File: src/rtl/seq_mult_signed_if.sv
// seq_mult_signed_if: start/busy/done handshake bundle; master = controller, slave = multiplier
interface seq_mult_signed_if #(
    parameter int WIDTH = 8
);
    logic                 start;
    logic                 signed_mode;
    logic [WIDTH-1:0]     multiplicand;
    logic [WIDTH-1:0]     multiplier;
    logic                 busy;
    logic                 done;
    logic [2*WIDTH-1:0]   product;
    logic                 zflag;
    modport master (
        output start, signed_mode, multiplicand, multiplier,
        input  busy, done, product, zflag
    );
    modport slave (
        input  start, signed_mode, multiplicand, multiplier,
        output busy, done, product, zflag
    );
endinterface

File: src/rtl/seq_mult_signed.sv
// seq_mult_signed: iterative sign-magnitude shift-add multiplier; ports clk, rst_n (async low), bus (start/signed_mode/operands in, busy/done/product/zflag out)
module seq_mult_signed #(
    parameter int WIDTH = 8
) (
    input logic              clk,
    input logic              rst_n,
    seq_mult_signed_if.slave bus
);
    localparam logic [1:0] IDLE = 2'd0;
    localparam logic [1:0] RUN  = 2'd1;
    localparam logic [1:0] SIGN = 2'd2;
    logic [1:0]         state;
    logic [WIDTH-1:0]   mplier;
    logic [2*WIDTH-1:0] mcand;
    logic [2*WIDTH-1:0] acc;
    logic [2*WIDTH-1:0] product;
    logic               neg;
    logic               done;
    logic [WIDTH-1:0]   a_mag;
    logic [WIDTH-1:0]   b_mag;
    // Magnitudes are unsigned WIDTH bits, so the most negative value maps to 2^(WIDTH-1) without overflow
    always_comb begin
        a_mag = (bus.signed_mode & bus.multiplicand[WIDTH-1]) ? -bus.multiplicand : bus.multiplicand;
        b_mag = (bus.signed_mode & bus.multiplier[WIDTH-1])   ? -bus.multiplier   : bus.multiplier;
    end
    always_ff @(posedge clk or negedge rst_n) begin
        if (!rst_n) begin
            state   <= IDLE;
            mplier  <= '0;
            mcand   <= '0;
            acc     <= '0;
            product <= '0;
            neg     <= 1'b0;
            done    <= 1'b0;
        end else begin
            done <= 1'b0;
            case (state)
                IDLE: if (bus.start) begin
                    mplier <= b_mag;
                    mcand  <= {{WIDTH{1'b0}}, a_mag};
                    acc    <= '0;
                    neg    <= bus.signed_mode & (bus.multiplier[WIDTH-1] ^ bus.multiplicand[WIDTH-1]);
                    state  <= RUN;
                end
                // Stops as soon as no multiplier bits remain, so latency tracks the bit length
                RUN: if (mplier == '0) begin
                    state <= SIGN;
                end else begin
                    acc    <= acc + (mplier[0] ? mcand : '0);
                    mplier <= mplier >> 1;
                    mcand  <= mcand << 1;
                end
                // Negating a zero accumulator yields zero, so there is no negative zero
                SIGN: begin
                    product <= neg ? -acc : acc;
                    done    <= 1'b1;
                    state   <= IDLE;
                end
                default: state <= IDLE;
            endcase
        end
    end
    assign bus.busy    = (state == RUN) || (state == SIGN);
    assign bus.done    = done;
    assign bus.product = product;
    assign bus.zflag   = (product == '0);
endmodule

File: src/flat_wrapper.sv
// flat-port wrapper written by rule: the top's interface ports become plain ports
module seq_mult_signed_flat 
#(
    parameter int WIDTH = 8
)
  (clk, rst_n, bus_start, bus_signed_mode, bus_multiplicand, bus_multiplier, bus_busy, bus_done, bus_product, bus_zflag);
  seq_mult_signed_if #(.WIDTH(WIDTH)) bus_i ();
  input logic clk;
  input logic rst_n;
  input wire logic [$bits(bus_i.start)-1:0] bus_start;
  input wire logic [$bits(bus_i.signed_mode)-1:0] bus_signed_mode;
  input wire logic [$bits(bus_i.multiplicand)-1:0] bus_multiplicand;
  input wire logic [$bits(bus_i.multiplier)-1:0] bus_multiplier;
  output wire logic [$bits(bus_i.busy)-1:0] bus_busy;
  output wire logic [$bits(bus_i.done)-1:0] bus_done;
  output wire logic [$bits(bus_i.product)-1:0] bus_product;
  output wire logic [$bits(bus_i.zflag)-1:0] bus_zflag;
  assign bus_i.start = bus_start;
  assign bus_i.signed_mode = bus_signed_mode;
  assign bus_i.multiplicand = bus_multiplicand;
  assign bus_i.multiplier = bus_multiplier;
  assign bus_busy = bus_i.busy;
  assign bus_done = bus_i.done;
  assign bus_product = bus_i.product;
  assign bus_zflag = bus_i.zflag;
  seq_mult_signed #(.WIDTH(WIDTH)) u_core (.clk(clk), .rst_n(rst_n), .bus(bus_i));
endmodule
File: config.mk
export PLATFORM = sky130hd
export DESIGN_NAME = seq_mult_signed_flat
export DESIGN_NICKNAME = d
export VERILOG_FILES = /design/src/rtl/seq_mult_signed_if.sv /design/src/rtl/seq_mult_signed.sv /design/src/flat_wrapper.sv
export SDC_FILE = /design/constraint.sdc
export NUM_CORES = 1
export LEC_CHECK = 0
export CORE_UTILIZATION = 57
export CTS_CLUSTER_SIZE = 16
export DETAILED_ROUTE_END_ITERATION = 8
export GPL_ROUTABILITY_DRIVEN = 0
export GPL_TIMING_DRIVEN = 1
export PLACE_DENSITY = 0.81
export SYNTH_ARGS = -nofsm -noshare
export SYNTH_HDL_FRONTEND = slang
export SYNTH_SLANG_ARGS = --single-unit
File: constraint.sdc
create_clock -name clk -period 3.5 [get_ports clk]
set_clock_uncertainty 0.2 [all_clocks]
set_input_delay 0.875 -clock clk [delete_from_list [all_inputs] [get_ports clk]]
set_output_delay 0.875 -clock clk [all_outputs]
set_load 0.05 [all_outputs]
Yosys cells after proc, flatten, opt, wreduce, memory -nomap -nowiden
Index checks and enable logic that the tools add are counted.
- bits in registers: 60
- bits of input ports: 20
- output and inout bits: 19
- word-level logic and storage cells: 45
- add/subtract/negate cells: 4
- equal/unequal tests: 5
- muxes and demuxes: 17
- bitwise gates (word level): 4
- reduce and logical (&&, ||, !) cells: 8
- operator list (kind ; number):
    $mux 16 ; 6
    $pmux 16 s2 ; 2
    $mux 8 ; 4
    $add 16x16->16 ; 1
    $logic_not 16->1 ; 1
    $neg 16->16 ; 1
    $neg 8->8 ; 2
    $pmux 8 s2 ; 1
    $logic_not 8->1 ; 1
    $mux 2 ; 2
    $ne 2x2->1 const B ; 2
    $pmux 2 s2 ; 1
    $reduce_and 2->1 ; 2
    $and 1x1->1 ; 3
    $reduce_and 3->1 ; 1
    $eq 2x1->1 const B ; 1
    $eq 2x2->1 const B ; 1
    $logic_not 2->1 ; 1
    $ne 2x1->1 const B ; 1
    $reduce_bool 2->1 ; 1
    $logic_or 1x1->1 ; 1
    $mux 1 ; 1
    $xor 1x1->1 ; 1

Longest topological paths before layout
- depth in word-level cells: 4
- mapped depth: 11
- mapped depth without buffers: 10

Least setup slack after synthesis
Ideal clock, no wire load.
- kind: register -> register
- from: reg u_core.mplier[0]
- to: reg u_core.acc[14]
- setup time: 70 ps
- arrival time: 2462 ps
- data required time: 3230 ps
- path slack: 768 ps
- cell stages (with the launch flop): 12
- path buffers: 1
- period minus slack after synthesis: 2732 ps
- path through: dfrtp_1 -> clkbuf_1 -> and2_1 -> ha_1 -> inv_1 -> fa_1 -> nor2b_1 -> o21a_1 -> o21ai_1 -> a21o_1 -> or4_1 -> nand3b_1
- longest elaborated chain between the ends: 4
- elaborated cells between the ends (all ways): 7
- those cells by class: add/sub: 1; eq/ne: 1; mux: 3; reduce/logical: 2
- ends and longest elaborated chain (element ; RTL line ; source):
    start: declaration ; seq_mult_signed.sv:13 ; logic [WIDTH-1:0] mplier;
    start signal: assignment ; seq_mult_signed.sv:39 ; mplier <= b_mag;
    start signal: assignment ; seq_mult_signed.sv:50 ; mplier <= mplier >> 1;
    $mux 16 ; seq_mult_signed.sv:49 ; acc <= acc + (mplier[0] ? mcand : '0);
    $add 16x16->16 ; seq_mult_signed.sv:49 ;
    $mux 16 ; seq_mult_signed.sv:46 ; RUN: if (mplier == '0) begin
    $pmux 16 s2 ; seq_mult_signed.sv:37 ; case (state)
    end signal: assignment ; seq_mult_signed.sv:49 ;
    end: declaration ; seq_mult_signed.sv:15 ; logic [2*WIDTH-1:0] acc;
Parallel ways exist; a longest one is shown, timed or not. The select of a mux whose other input is x is not followed.
A chain may end at the register's enable or synchronous reset.

Worst setup path after layout
- from: reg u_core.product[1] (netlist: u_core.bus.product[1])
- to: out bus_zflag
- longest elaborated chain between the ends: 1
- ends and longest elaborated chain (element ; RTL line ; source):
    start: declaration ; seq_mult_signed.sv:16 ; logic [2*WIDTH-1:0] product;
    start signal: assignment ; seq_mult_signed.sv:55 ; product <= neg ? -acc : acc;
    $logic_not 16->1 ; seq_mult_signed.sv:66 ; assign bus.zflag = (product == '0);
    end: declaration ; flat_wrapper.sv:17 ; output wire logic [$bits(bus_i.zflag)-1:0] bus_zflag;
No other way between the ends.

==> implementation parameters <==
Parameter                              Value

Clocking
  Setup fix buffers added after clock tree synthesis ... 0
  H-tree level count ... 3
  Cell at the root of the clock tree ... clkbuf_8
  Resized Gates After CTS ... 0
  CTS buffer count ... 9
  Clock tree from TritonCTS ... done
  Clock-pin transition on the worst setup and hold timing paths ... 0.07 ns
  Clock Sinks ... 60
  Total of hold buffers inserted after clock tree synthesis ... 0
  Clock latency on the worst-skew pair ... 0.34 ns
  Deepest clock path buffer count ... 2

Worst setup path
  Start-to-end type of the worst setup path ... flop to output pin
  Data arrival time of the critical path ... 2.19 ns
  Data required, critical path ... 2.42 ns
  Worst reg2reg startpoint ... u_core.mplier[0]$_DFFE_PN0P_
  Beginning of the critical path ... u_core.bus.product[1]$_DFFE_PN0P_
  CP startpoint kind ... flop
  Capturing element type of the critical path ... output pin
  Critical path fanouts, max ... 3

Route
  Number of vias per cell after detailed routing ... 5.99
  WL/cell ... 15.0 µm
  Routed via count ... 3306
  Post-route antenna net violation count ... 0
  Detailed-route DRC error count ... 0
  TritonRoute pass-1 iters ... 4
  DRC violation total after the first TritonRoute iteration ... ~170
  Sum of routed wire length over all layers ... 8260 µm

Power and ir drop
  Share of power burned in the clock network ... 16.7%
  Switching pwr ... 0.00192 W
  Part of the power in combinational logic ... 52.7%
  Worst IR Drop VDD ... just under 0.6 mV
  Cell internal power dissipation ... 0.00215 W
  Power per standard cell area ... around 910 nW/µm²
  Switching Share ... 47.2%
  Leakage dissipation ... 2.03 nW
  Sequential share of power ... ~31%

GRT
  Vias in the first global route ... around 3200
  Wire length of the first global-routing pass ... 14500 µm
  Pin count of the biggest net entering global routing ... 40
  Number of antenna violations at the first check in global routing ... 0
  Total overflow reported by the global router ... 0
  Global-route usage over all layers ... 25.7%

Logic synthesis
  Post-synthesis async set-or-reset flop share ... between 90% and 100%
  Cell count after synthesis ... 433
  Share of the synthesized area in the top cell type ... 39.4%
  Post-synthesis sequential area ratio ... 39.4%
  Average size of a mapped cell ... 8.80 µm²
  Synthesized net count ... roughly 480
  Most used DFF post-synth ... dfrtp_1
  Number of distinct library cells after synthesis ... 54
  Leading cell types by total area after synthesis ... dfrtp_1 (39%), ha_1 (7.2%), a21oi_1 (6.2%)
  Synthesized flop and latch total ... 60
  Largest area contributor in the synthesized netlist ... dfrtp_1
  Yosys warning total ... 0
  Mapped Area ... roughly 3800 µm²
  Number of flops mapped to enable cells by yosys ... 0

Cells and area
  Layout overhead on the synthesized area ... 18.1%
  Count of inserted antenna diode cells ... 0
  Most frequent standard cell in the layout excluding fill and tap cells ... dfrtp_1
  Final net count ... 513
  Share of final-layout standard cells stronger than drive strength 1 ... 7.16%
  Area used by multi-input combinational logic ... 2200 µm²
  Most frequent cells in the layout ... dfrtp_1 (60), nand2_1 (52), a21oi_1 (47), o21ai_0 (39), clkdlybuf4s50_1 (37)
  Sequential cell area ... about 1500 µm²
  Fill cells ... slightly below 500

STA
  RSZ-0062 raised after global routing ... no
  Fin crit period ... 3.27 ns
  Final clock period utilization by the worst path ... 93.4%
  Max Transition Viols Final ... 0
  Number of hold violations in the final report ... 0
  Slew headroom ... 53.7%
  Final worst slack ... approximately 0.23 ns
  Least-Margin Pin Slew ... slightly below 0.7 ns
  Max Clk Rate ... between 0.3 and 0.4 GHz
  Post-Route Setup TNS ... 0 ns
  Final number of setup-violating endpoints ... 0

Floorplanning
  Starting Density ... between 50% and 60%
  X dimension of the die ... 83.8 µm
  Cell Rows ... 29
  Overall die area ... 7010 µm²
  Die Height ... 83.8 µm
  Count of pins on the block boundary ... 39
  Core Region ... 6390 µm²

Worst hold path
  Class of the tightest hold or removal check ... flop to flop
  Hold path startpoint ... u_core.mplier[5]$_DFFE_PN0P_

Placed design
  HPWL reported at the end of detailed placement ... 6190 µm
  Port buffer count ... 38
  Pre-CTS setup slack ... 0.583 ns

Flow run
  # Max-Cap Violations ... 0

Status
  Result of the run ... finished, final reports clean
-- per-stage QoR --
stage / cells / instance area [µm²] / hold WS (ns) / util [%] / total power, W
detailed placement: 536 / 4280 / 0.297 / 67.1 / 0.00340
CTS: 552 / 4500 / 0.312 / 70.5 / 0.00409
floorplan: 433 / 3810 / 0.264 / - / 0.00277
global placement: 536 / 4280 / 0.287 / 67.1 / 0.00332
global route: 552 / 4500 / 0.326 / 70.5 / 0.00438
finish: 552 / 4500 / 0.312 / 70.5 / 0.00408
-- synth_stat cells (2+ instances only) --
cell and count:
a21oi_1 47, o41ai_1 3, o22a_1 2, o21bai_1 2, o31ai_2 3, o211ai_1 2, and2_1 14, nand3b_1 2
nand2_1 52, nand3_1 4, nor4_1 7, o31ai_1 6, mux2i_1 3, o21ai_1 3, xnor2_1 8, nor2_1 35
inv_1 13, a21o_1 4, xor2_1 21, or3_1 5, o21ai_0 39, mux2_2 2, nor2b_1 4, ha_1 22
and3_1 4, a31oi_1 4, nor3_1 7, clkbuf_1 16, dfrtp_1 60, a22o_1 10, nand2b_1 3, a211oi_1 3
or4_1 2
-- critical path, cell delays in order, from the launching register on --
cell	delay, ns
dfrtp_1	0.40
nor4_1	0.41
and4_1	0.24
clkdlybuf4s50_1	0.79
-- per-layer routing --
| layer | global-route usage [%] | vias up | wire, µm |
|---|---|---|---|
| met1 | 33.1 | 1568 | 3740 |
| met2 | 42.5 | 86 | 3960 |
| met4 | 13.1 | 0 | 205 |
| met3 | 3.36 | 17 | 350 |
| li1 | - | 1635 | - |
| met5 | 0 | - | 0 |
-- cells by family after synthesis --
group	Yosys count	synth area share (%)
simple gates	145	18.5
compound gates	141	23.3
flops	60	39.4
buf+inv	30	2.96
xor+xnor	29	6.67
fa+ha+maj	23	7.75
mux	5	1.38
-- sequential cells by signal (all words and copies together) (netlist names) --
name and cells:
u_core.bus.done 1, u_core.acc 16, u_core.bus.product 16, u_core.state 2, u_core.neg 1, u_core.mcand 16
u_core.mplier 8
-- power groups by stage --
stage          Clock [W]  Combinational, W  Sequential (W)
6_report        0.000682           0.00215         0.00124
5_1_grt         0.000726           0.00237         0.00129
4_1_cts         0.000690           0.00216         0.00124
3_5_place_dp           0           0.00214         0.00125
3_3_place_gp           0           0.00208         0.00124
2_1_floorplan          0           0.00127         0.00150
-- final timing paths --
kind | slack [ns] | end | depth (start not counted)
hold reg to reg | 0.31 | u_core.mplier[5]$_DFFE_PN0P_ | 2
setup reg to reg | 0.54 | u_core.acc[15]$_DFFE_PN0P_ | 8
setup / recovery | 0.23 | bus_zflag | 3
min in group asynchronous | 0.35 | u_core.bus.done$_DFF_PN0_ | 1
max in group asynchronous | 2.15 | u_core.bus.product[11]$_DFFE_PN0P_ | 2
hold / removal | 0.31 | u_core.mplier[5]$_DFFE_PN0P_ | 2
-- layout make-up --
class / count / share of cell area, %
Timing Repair Buffer: 43 / 9.73
Multi-Input combinational cell: 343 / 48.9
Tap cell: 77 / 2.14
Inverter: 13 / 1.08
Clock buffer: 9 / 2.75
Sequential cell: 60 / 33.4
Clock inverter: 7 / 2.03
(Power assumes the default switching activity.)
